File: src/rtl/mtr_ramp_ctrl_pkg.sv
// Shared types and limits for the motor ramp controller.
// Speeds are signed 11-bit, symmetric range +/-1023.
package mtr_ctrl_pkg;

   typedef logic signed [10:0] spd_t;

   typedef enum logic [1:0] {
      IDLE,
      RAMP,
      HOLD,
      STOP
   } state_t;

   localparam spd_t SPD_MAX = 11'sd1023;
   localparam spd_t SPD_MIN = -11'sd1023;

   // -1024 has no positive mirror, so fold it onto -1023
   function automatic spd_t clamp_cmd(spd_t v);
      return (v < SPD_MIN) ? SPD_MIN : v;
   endfunction

endpackage

File: src/rtl/mtr_ramp_ctrl_spd_slew.sv
// Per-wheel slew limiter: walks cur toward tgt by at most STEP per tick.
// MTR_DEADBAND_EN adds a zero-hold of DB_TICKS ticks on direction reversal.
module spd_slew
   import mtr_ctrl_pkg::*;
#(
   parameter int STEP     = 16,
   parameter int DB_TICKS = 8
) (
   input  logic               clk,
   input  logic               rst,
   input  logic               tick,
   input  logic               slew_en,
   input  logic               clr,
   input  logic signed [10:0] tgt,
   output logic signed [10:0] cur,
   output logic               hold
);

   localparam spd_t STEP_S = 11'(STEP);

   logic signed [11:0] diff;
   logic signed [11:0] step12;
   spd_t               nxt;

   assign step12 = 12'(STEP);
   assign diff   = {tgt[10], tgt} - {cur[10], cur};

   always_comb begin
      nxt = tgt;
      if (diff > step12) begin
         nxt = cur + STEP_S;
      end else if (diff < -step12) begin
         nxt = cur - STEP_S;
      end
   end

`ifdef MTR_DEADBAND_EN
   localparam int DBW = (DB_TICKS < 2) ? 1 : $clog2(DB_TICKS + 1);

   logic [DBW-1:0] db_cnt;
   logic           cross;
   logic           near0;

   // reversal only matters once the next step would reach or pass zero
   assign near0 = cur[10] ? (-cur <= STEP_S) : (cur <= STEP_S);
   assign cross = (cur != '0) && (tgt != '0) && (cur[10] != tgt[10]) && near0;
   assign hold  = (db_cnt != '0);

   always_ff @(posedge clk or posedge rst) begin
      if (rst) begin
         cur    <= '0;
         db_cnt <= '0;
      end else if (clr) begin
         cur    <= '0;
         db_cnt <= '0;
      end else if (tick && slew_en) begin
         if (hold) begin
            db_cnt <= db_cnt - DBW'(1);
         end else if (cross) begin
            cur    <= '0;
            db_cnt <= DBW'(DB_TICKS);
         end else begin
            cur <= nxt;
         end
      end
   end
`else
   assign hold = 1'b0;

   always_ff @(posedge clk or posedge rst) begin
      if (rst) begin
         cur <= '0;
      end else if (clr) begin
         cur <= '0;
      end else if (tick && slew_en) begin
         cur <= nxt;
      end
   end
`endif

endmodule

File: src/rtl/mtr_ramp_ctrl.sv
// Slew-rate-limited wheel speed scheduler: FSM, tick prescaler, targets.
// Optional direction-reversal deadband via MTR_DEADBAND_EN.
module mtr_ramp_ctrl
   import mtr_ctrl_pkg::*;
#(
   parameter int TICK_DIV = 1024,
   parameter int STEP     = 16,
   parameter int DB_TICKS = 8
) (
   input  logic               clk,
   input  logic               rst,
   input  logic               en,
   input  logic               e_stop,
   input  logic               cmd_vld,
   input  logic signed [10:0] lft_cmd,
   input  logic signed [10:0] rght_cmd,
   output logic signed [10:0] lft_spd,
   output logic signed [10:0] rght_spd,
   output logic               at_target,
   output logic               busy
);

   localparam int CW = $clog2(TICK_DIV);

   logic [CW-1:0] tcnt;
   logic          tick;
   state_t        state;
   state_t        state_nxt;
   spd_t          lft_tgt;
   spd_t          rght_tgt;
   spd_t          lft_new;
   spd_t          rght_new;
   spd_t          lft_eff;
   spd_t          rght_eff;
   logic          drive;
   logic          lft_hold;
   logic          rght_hold;
   logic          done;

   assign tick = (tcnt == CW'(TICK_DIV - 1));

   always_ff @(posedge clk or posedge rst) begin
      if (rst) begin
         tcnt <= '0;
      end else begin
         tcnt <= tick ? '0 : tcnt + CW'(1);
      end
   end

   assign lft_new  = clamp_cmd(lft_cmd);
   assign rght_new = clamp_cmd(rght_cmd);

   always_ff @(posedge clk or posedge rst) begin
      if (rst) begin
         lft_tgt  <= '0;
         rght_tgt <= '0;
      end else if (cmd_vld) begin
         lft_tgt  <= lft_new;
         rght_tgt <= rght_new;
      end
   end

   assign drive    = (state == RAMP) || (state == HOLD);
   assign lft_eff  = drive ? lft_tgt : '0;
   assign rght_eff = drive ? rght_tgt : '0;
   assign busy     = (state == RAMP) || (state == STOP);

   // a wheel parked in its deadband is never considered on target
   assign done = (lft_spd == lft_eff) && (rght_spd == rght_eff)
              && !lft_hold && !rght_hold;
   assign at_target = done;

   always_ff @(posedge clk or posedge rst) begin
      if (rst) begin
         state <= IDLE;
      end else begin
         state <= state_nxt;
      end
   end

   always_comb begin
      state_nxt = state;
      if (e_stop) begin
         state_nxt = IDLE;
      end else begin
         case (state)
            IDLE: if (en) state_nxt = RAMP;
            RAMP: begin
               if (!en)           state_nxt = STOP;
               else if (cmd_vld)  state_nxt = RAMP;
               else if (done)     state_nxt = HOLD;
            end
            HOLD: begin
               if (!en) begin
                  state_nxt = STOP;
               end else if (cmd_vld &&
                            (lft_new != lft_spd || rght_new != rght_spd)) begin
                  state_nxt = RAMP;
               end
            end
            STOP: begin
               if (en)        state_nxt = RAMP;
               else if (done) state_nxt = IDLE;
            end
            default: state_nxt = IDLE;
         endcase
      end
   end

   spd_slew #(.STEP(STEP), .DB_TICKS(DB_TICKS)) u_lft (
      .clk     (clk),
      .rst     (rst),
      .tick    (tick),
      .slew_en (busy),
      .clr     (e_stop),
      .tgt     (lft_eff),
      .cur     (lft_spd),
      .hold    (lft_hold)
   );

   spd_slew #(.STEP(STEP), .DB_TICKS(DB_TICKS)) u_rght (
      .clk     (clk),
      .rst     (rst),
      .tick    (tick),
      .slew_en (busy),
      .clr     (e_stop),
      .tgt     (rght_eff),
      .cur     (rght_spd),
      .hold    (rght_hold)
   );

endmodule

File: config.mk
export PLATFORM = sky130hd
export DESIGN_NAME = mtr_ramp_ctrl
export DESIGN_NICKNAME = d
export VERILOG_FILES = /design/src/rtl/mtr_ramp_ctrl_pkg.sv /design/src/rtl/mtr_ramp_ctrl_spd_slew.sv /design/src/rtl/mtr_ramp_ctrl.sv
export SDC_FILE = /design/constraint.sdc
export NUM_CORES = 1
export LEC_CHECK = 0
export BUFFER_PORTS_ARGS = -buffer_cell sky130_fd_sc_hd__buf_2
export CAP_MARGIN = 0
export CORE_MARGIN = 3
export CORE_UTILIZATION = 35
export CTS_CLUSTER_DIAMETER = 100
export CTS_CLUSTER_SIZE = 40
export DETAILED_ROUTE_END_ITERATION = 8
export GPL_TIMING_DRIVEN = 0
export PLACE_DENSITY_LB_ADDON = 0.15
export SLEW_MARGIN = 5
export SYNTH_ARGS = -nofsm -noshare
export SYNTH_HDL_FRONTEND = slang
export SYNTH_SLANG_ARGS = --single-unit
File: constraint.sdc
create_clock -name clk -period 5.32 [get_ports clk]
set_input_delay 1.064 -clock clk [delete_from_list [all_inputs] [get_ports clk]]
set_output_delay 1.064 -clock clk [all_outputs]
set_load 0.05 [all_outputs]
==> results by stage <==
Run status:
- The flow ran to the end, and the final reports show no timing, DRC or antenna violations.

Yosys:
- The cell area after synthesis is around 5400 sq um.
- The cell type with the highest aggregate area in the netlist is dfrtp_1.
- The fraction of registers with async set or reset after synthesis is 100%.
- The number of warning messages in the yosys log is 0.
- Counting every net in the synthesized netlist gives about 730.
- Sequential cells were found to cover between 20% and 30% of the synthesized design area.
- The post-synthesis area per instance is 8.05 sq um.
- Among all flip-flop cells after synthesis, the most frequent one is dfrtp_1.
- Of the post-synthesis cell area, the dominant cell type holds 26.0%.
- In the synthesized netlist, the number of instances is 669.
- The distinct cell type count after synthesis is slightly above 80.
- Synthesis inferred 56 register bits.
- Sorting the synthesized cells by area gives the leading types as dfrtp_1, ha_1, xnor2_1.
- The number of synthesized flops with an enable pin is 0.

Layout:
- The area growth from synthesis to layout is 12.3%.
- The share of layout cells above drive strength 1 is between 10% and 20%.
- The count of cells in the finished layout, fillers not included, comes to 910.
- In the final layout, the multi-input gates occupy between 3000 and 4000 sq um.
- The number of fillers in the final layout is ~1500.
- For this run, the share of the core covered by cells in the final layout is about two fifths.
- The library cells used most frequently in the layout, excluding fill and tap cells, are buf_2, dfrtp_1, inv_1, nor2_1, nand2_1.
- The sequential standard cell area is between 1000 and 1500 sq um.
- The final layout contains a little under 800 nets.
- 0 antenna diodes ended up in the layout.

Routing:
- The final layout contains routed wiring with a total length of around 18000 microns.
- The detailed router placed 5309 vias in this run.
- Using the TritonRoute via totals, the vias-per-cell ratio works out to approximately 6.
- In the routed design, unresolved DRC markers number 0.
- The antenna violation net count after detailed routing is 0.
- The first detailed-routing pass ran for 6 iterations.
- The mean routed wirelength per cell is 19.4 microns.
- The number of violations reported at the end of detailed-routing iteration 0 is ~450.

Die:
- The initial utilization of the core area, before any placement, comes to 36.4%.
- The area enclosed by the die boundary is roughly 17000 sq um.
- The height of the die is 130 microns.
- In this run the standard cell core region covers 14800 sq um.
- The initialized floorplan defines 44 standard-cell rows.
- The floorplan step set the die width to roughly 130 microns.
- The count of pins on the block boundary is 51.

Clock tree:
- The worst-skew pair later-pin latency is 0.31 ns.
- The number of CTS-inserted buffers is 5.
- In this run the deepest clock path goes through 2 buffers.
- TritonCTS built the clock tree.
- The H-tree was split into 2 levels.
- The cell chosen for the clock root is clkbuf_16.
- Counting every sink on the clock net gives 56.
- The clock transition at the registers of the reported paths is about 0.070 ns.

Min path:
- The cell count of the worst hold path is 1.
- The path with the worst hold slack has its endpoint at tcnt[4]$_DFF_PP0_.
- The startpoint identified for the worst hold timing path is tcnt[4]$_DFF_PP0_.
- The tightest min-delay check is of the reg -> reg type.

Timing:
- Setup repair after global routing left no endpoint under its margin.
- The top achievable clock speed is just over 200 MHz.
- Setup violations remaining at the end of the flow were counted as 0.
- The count of final max-slew check failures came to 0.
- After routing, the total negative slack on setup checks comes to 0 ns.
- The post-route fraction of the period consumed by the critical path is 91.8%.
- The shortest clock period the worst path allows after layout is between 4 and 5 ns.
- The clock arrives with approximately 0.014 ns of skew.
- Once routing completed, OpenROAD measured the worst setup slack at about 0.44 ns.
- The relative slew slack is a little over half.
- At the pin with the least slew margin, the transition time is 0.702 ns.
- The final count of hold timing violations is 0.

Critical path:
- Along the worst path, the maximum fanout reaches 19.
- The endpoint required time on the critical path is approximately 5.5 ns.
- The terminus of the critical flop-to-flop path is u_rght.cur[8]$_DFFE_PP0P_.
- The data arrival at the endpoint of the critical path is between 5 and 6 ns.
- On the critical path, the stage with the largest delay is an instance of a2111oi_1.
- The worst setup path is launched from a register.
- The largest incremental delay on the critical path is around 0.49 ns.
- The kind of critical path is reg -> reg.
- The kind of end point of the critical path is a register.
- The number of cells on the worst reg-to-reg path is 18.
- Across all register-to-register paths, the minimum setup slack is ~0.44 ns.
- The origin of the critical flop-to-flop path is state[0]$_DFFE_PP0P_.
- The signal on the critical path passes through inv_1 -> ha_1 -> buf_6 -> buf_4 -> clkbuf_2 -> nand2_1 -> ha_1 -> fa_1 -> nor2b_1 -> o21bai_1 -> a32oi_1 -> o41ai_2 -> xnor2_2 -> nor4b_2 -> buf_4 -> nor2_1 -> a2111oi_1 -> a211oi_2.

Global route:
- The aggregate global-route resource usage is between 20% and 30%.
- The layer with the highest usage after global routing is met2.
- Global routing consumed, on the met2 layer, between 30 and 40% of the routing resources.
- In the global route stage, met1 resource usage came out at a little under a third.
- The final global-route overflow total is 0.
- The via count of the first global-routing pass is just over 5000.
- Entering global routing, the biggest net connects 31 pins.
- The met3 layer usage reported by global route is under 10%.
- The initial antenna violation count is 0.
- The first global-routing pass estimated between 20000 and 30000 microns of wire.

Pwr:
- The total power is around 0.0023 W.
- Power spread over the standard cell area amounts to approximately 380 nW/um^2.
- The leakage component of the power is about 2.7 nW.
- The peak supply drop is just under 0.0002 V.

Place:
- Prior to clock tree synthesis, the placed netlist has a worst setup slack of -0.0677 ns.
- Once detailed placement completed, the half-perimeter wirelength came to 13900 microns.
- The port buffer count is 49.
- The final weighted congestion of routability-driven global placement is between 0.9 and 1.
- The number of cells in the design after placement is 903.

Job:
- The number of violations of the max-capacitance limit is 0.
-- state kept, by name, indices dropped and copies added, names as in the netlist --
| name | flops |
|---|---|
| lft_tgt | 11 |
| rght_tgt | 11 |
| state | 2 |
| tcnt | 10 |
| u_lft.cur | 11 |
| u_rght.cur | 11 |
-- cells in the mapped netlist (16+ instances only) --
library cell,instances
a21oi_1,31
o21ai_0,29
xnor2_1,27
clkbuf_1,21
nand3_1,31
o22ai_1,16
inv_1,54
nand2_1,52
ha_1,30
nor2_1,53
dfrtp_1,56
and2_1,19
-- per-layer routing --
layer | part of all wire [%] | vias to the layer above
met1 | 47 | 2568
met3 | 6.2 | 24
met2 | 44 | 182
met4 | 2.2 | 0
met5 | 0 | -
li1 | - | 2535
-- worst max-delay path by stage --
stage | slack, ns | end | start | cells after the start
floorplan | 1.05 | u_lft.cur[8]$_DFFE_PP0P_ | state[0]$_DFFE_PP0P_ | 17
global placement | -0.08 | u_rght.cur[8]$_DFFE_PP0P_ | state[0]$_DFFE_PP0P_ | 19
detailed placement | -0.07 | u_rght.cur[8]$_DFFE_PP0P_ | state[0]$_DFFE_PP0P_ | 19
CTS | 0.07 | u_rght.cur[8]$_DFFE_PP0P_ | state[0]$_DFFE_PP0P_ | 19
global route | 0.19 | u_rght.cur[8]$_DFFE_PP0P_ | state[0]$_DFFE_PP0P_ | 18
finish | 0.44 | u_rght.cur[8]$_DFFE_PP0P_ | state[0]$_DFFE_PP0P_ | 18
-- kinds of logic (layout without fill, tap and decap cells) --
| logic type | Yosys count | count (layout) | share of synthesized area (%) |
|---|---|---|---|
| buffers and inverters | 89 | 146 | 7.00 |
| adders and majority gates | 34 | 34 | 8.09 |
| DFF | 56 | 56 | 26.0 |
| and+or+nand+nor | 250 | 250 | 24.4 |
| xor gates and xnor gates | 43 | 43 | 7.13 |
| AOI/OAI and AO/OA | 175 | 175 | 23.1 |
| muxes | 22 | 22 | 4.28 |
-- repair_timing --
| item | CTS | global route |
|---|---|---|
| buffers inserted | 0 | 0 |
| gates resized for setup | 1 | 0 |
| hold buffers | 0 | 0 |
| setup endpoints to repair | 5 | 12 |
-- layout make-up --
class	count	area share, %
plain buffers	34	2.84
clock buffers	5	2.07
inverters	54	3.35
flip-flops and latches	56	23.2
well taps	184	3.81
multi-input cells	524	59.7
clock inverters	3	0.704
repair buffers	50	4.39
-- worst max-delay path: cells and delay by family, from the launching register on --
family          cells  cell delay [ns]
compound gates      5             1.12
flops               1             0.40
simple gates        4             0.82
xor+xnor            1             0.29
fa+ha+maj           3             1.02
buf+inv             5             1.04
-- per-stage QoR --
| step | hold slack, ns | instance area [sq um] |
|---|---|---|
| floorplan | 0.438 | 5380 |
| finish | 0.468 | 6040 |
| global placement | 0.452 | 5860 |
| detailed placement | 0.457 | 5880 |
| CTS | 0.472 | 6050 |
| global route | 0.494 | 6040 |
-- where the power goes --
| part | total (W) | internal, W | switching, W |
|---|---|---|---|
| clock network | 0.000402 | 0.000222 | 0.000179 |
| registers | 0.000465 | 0.000449 | 0.0000166 |
| logic | 0.00142 | 0.000551 | 0.000872 |
No activity file was read; power rests on OpenSTA's default activity.
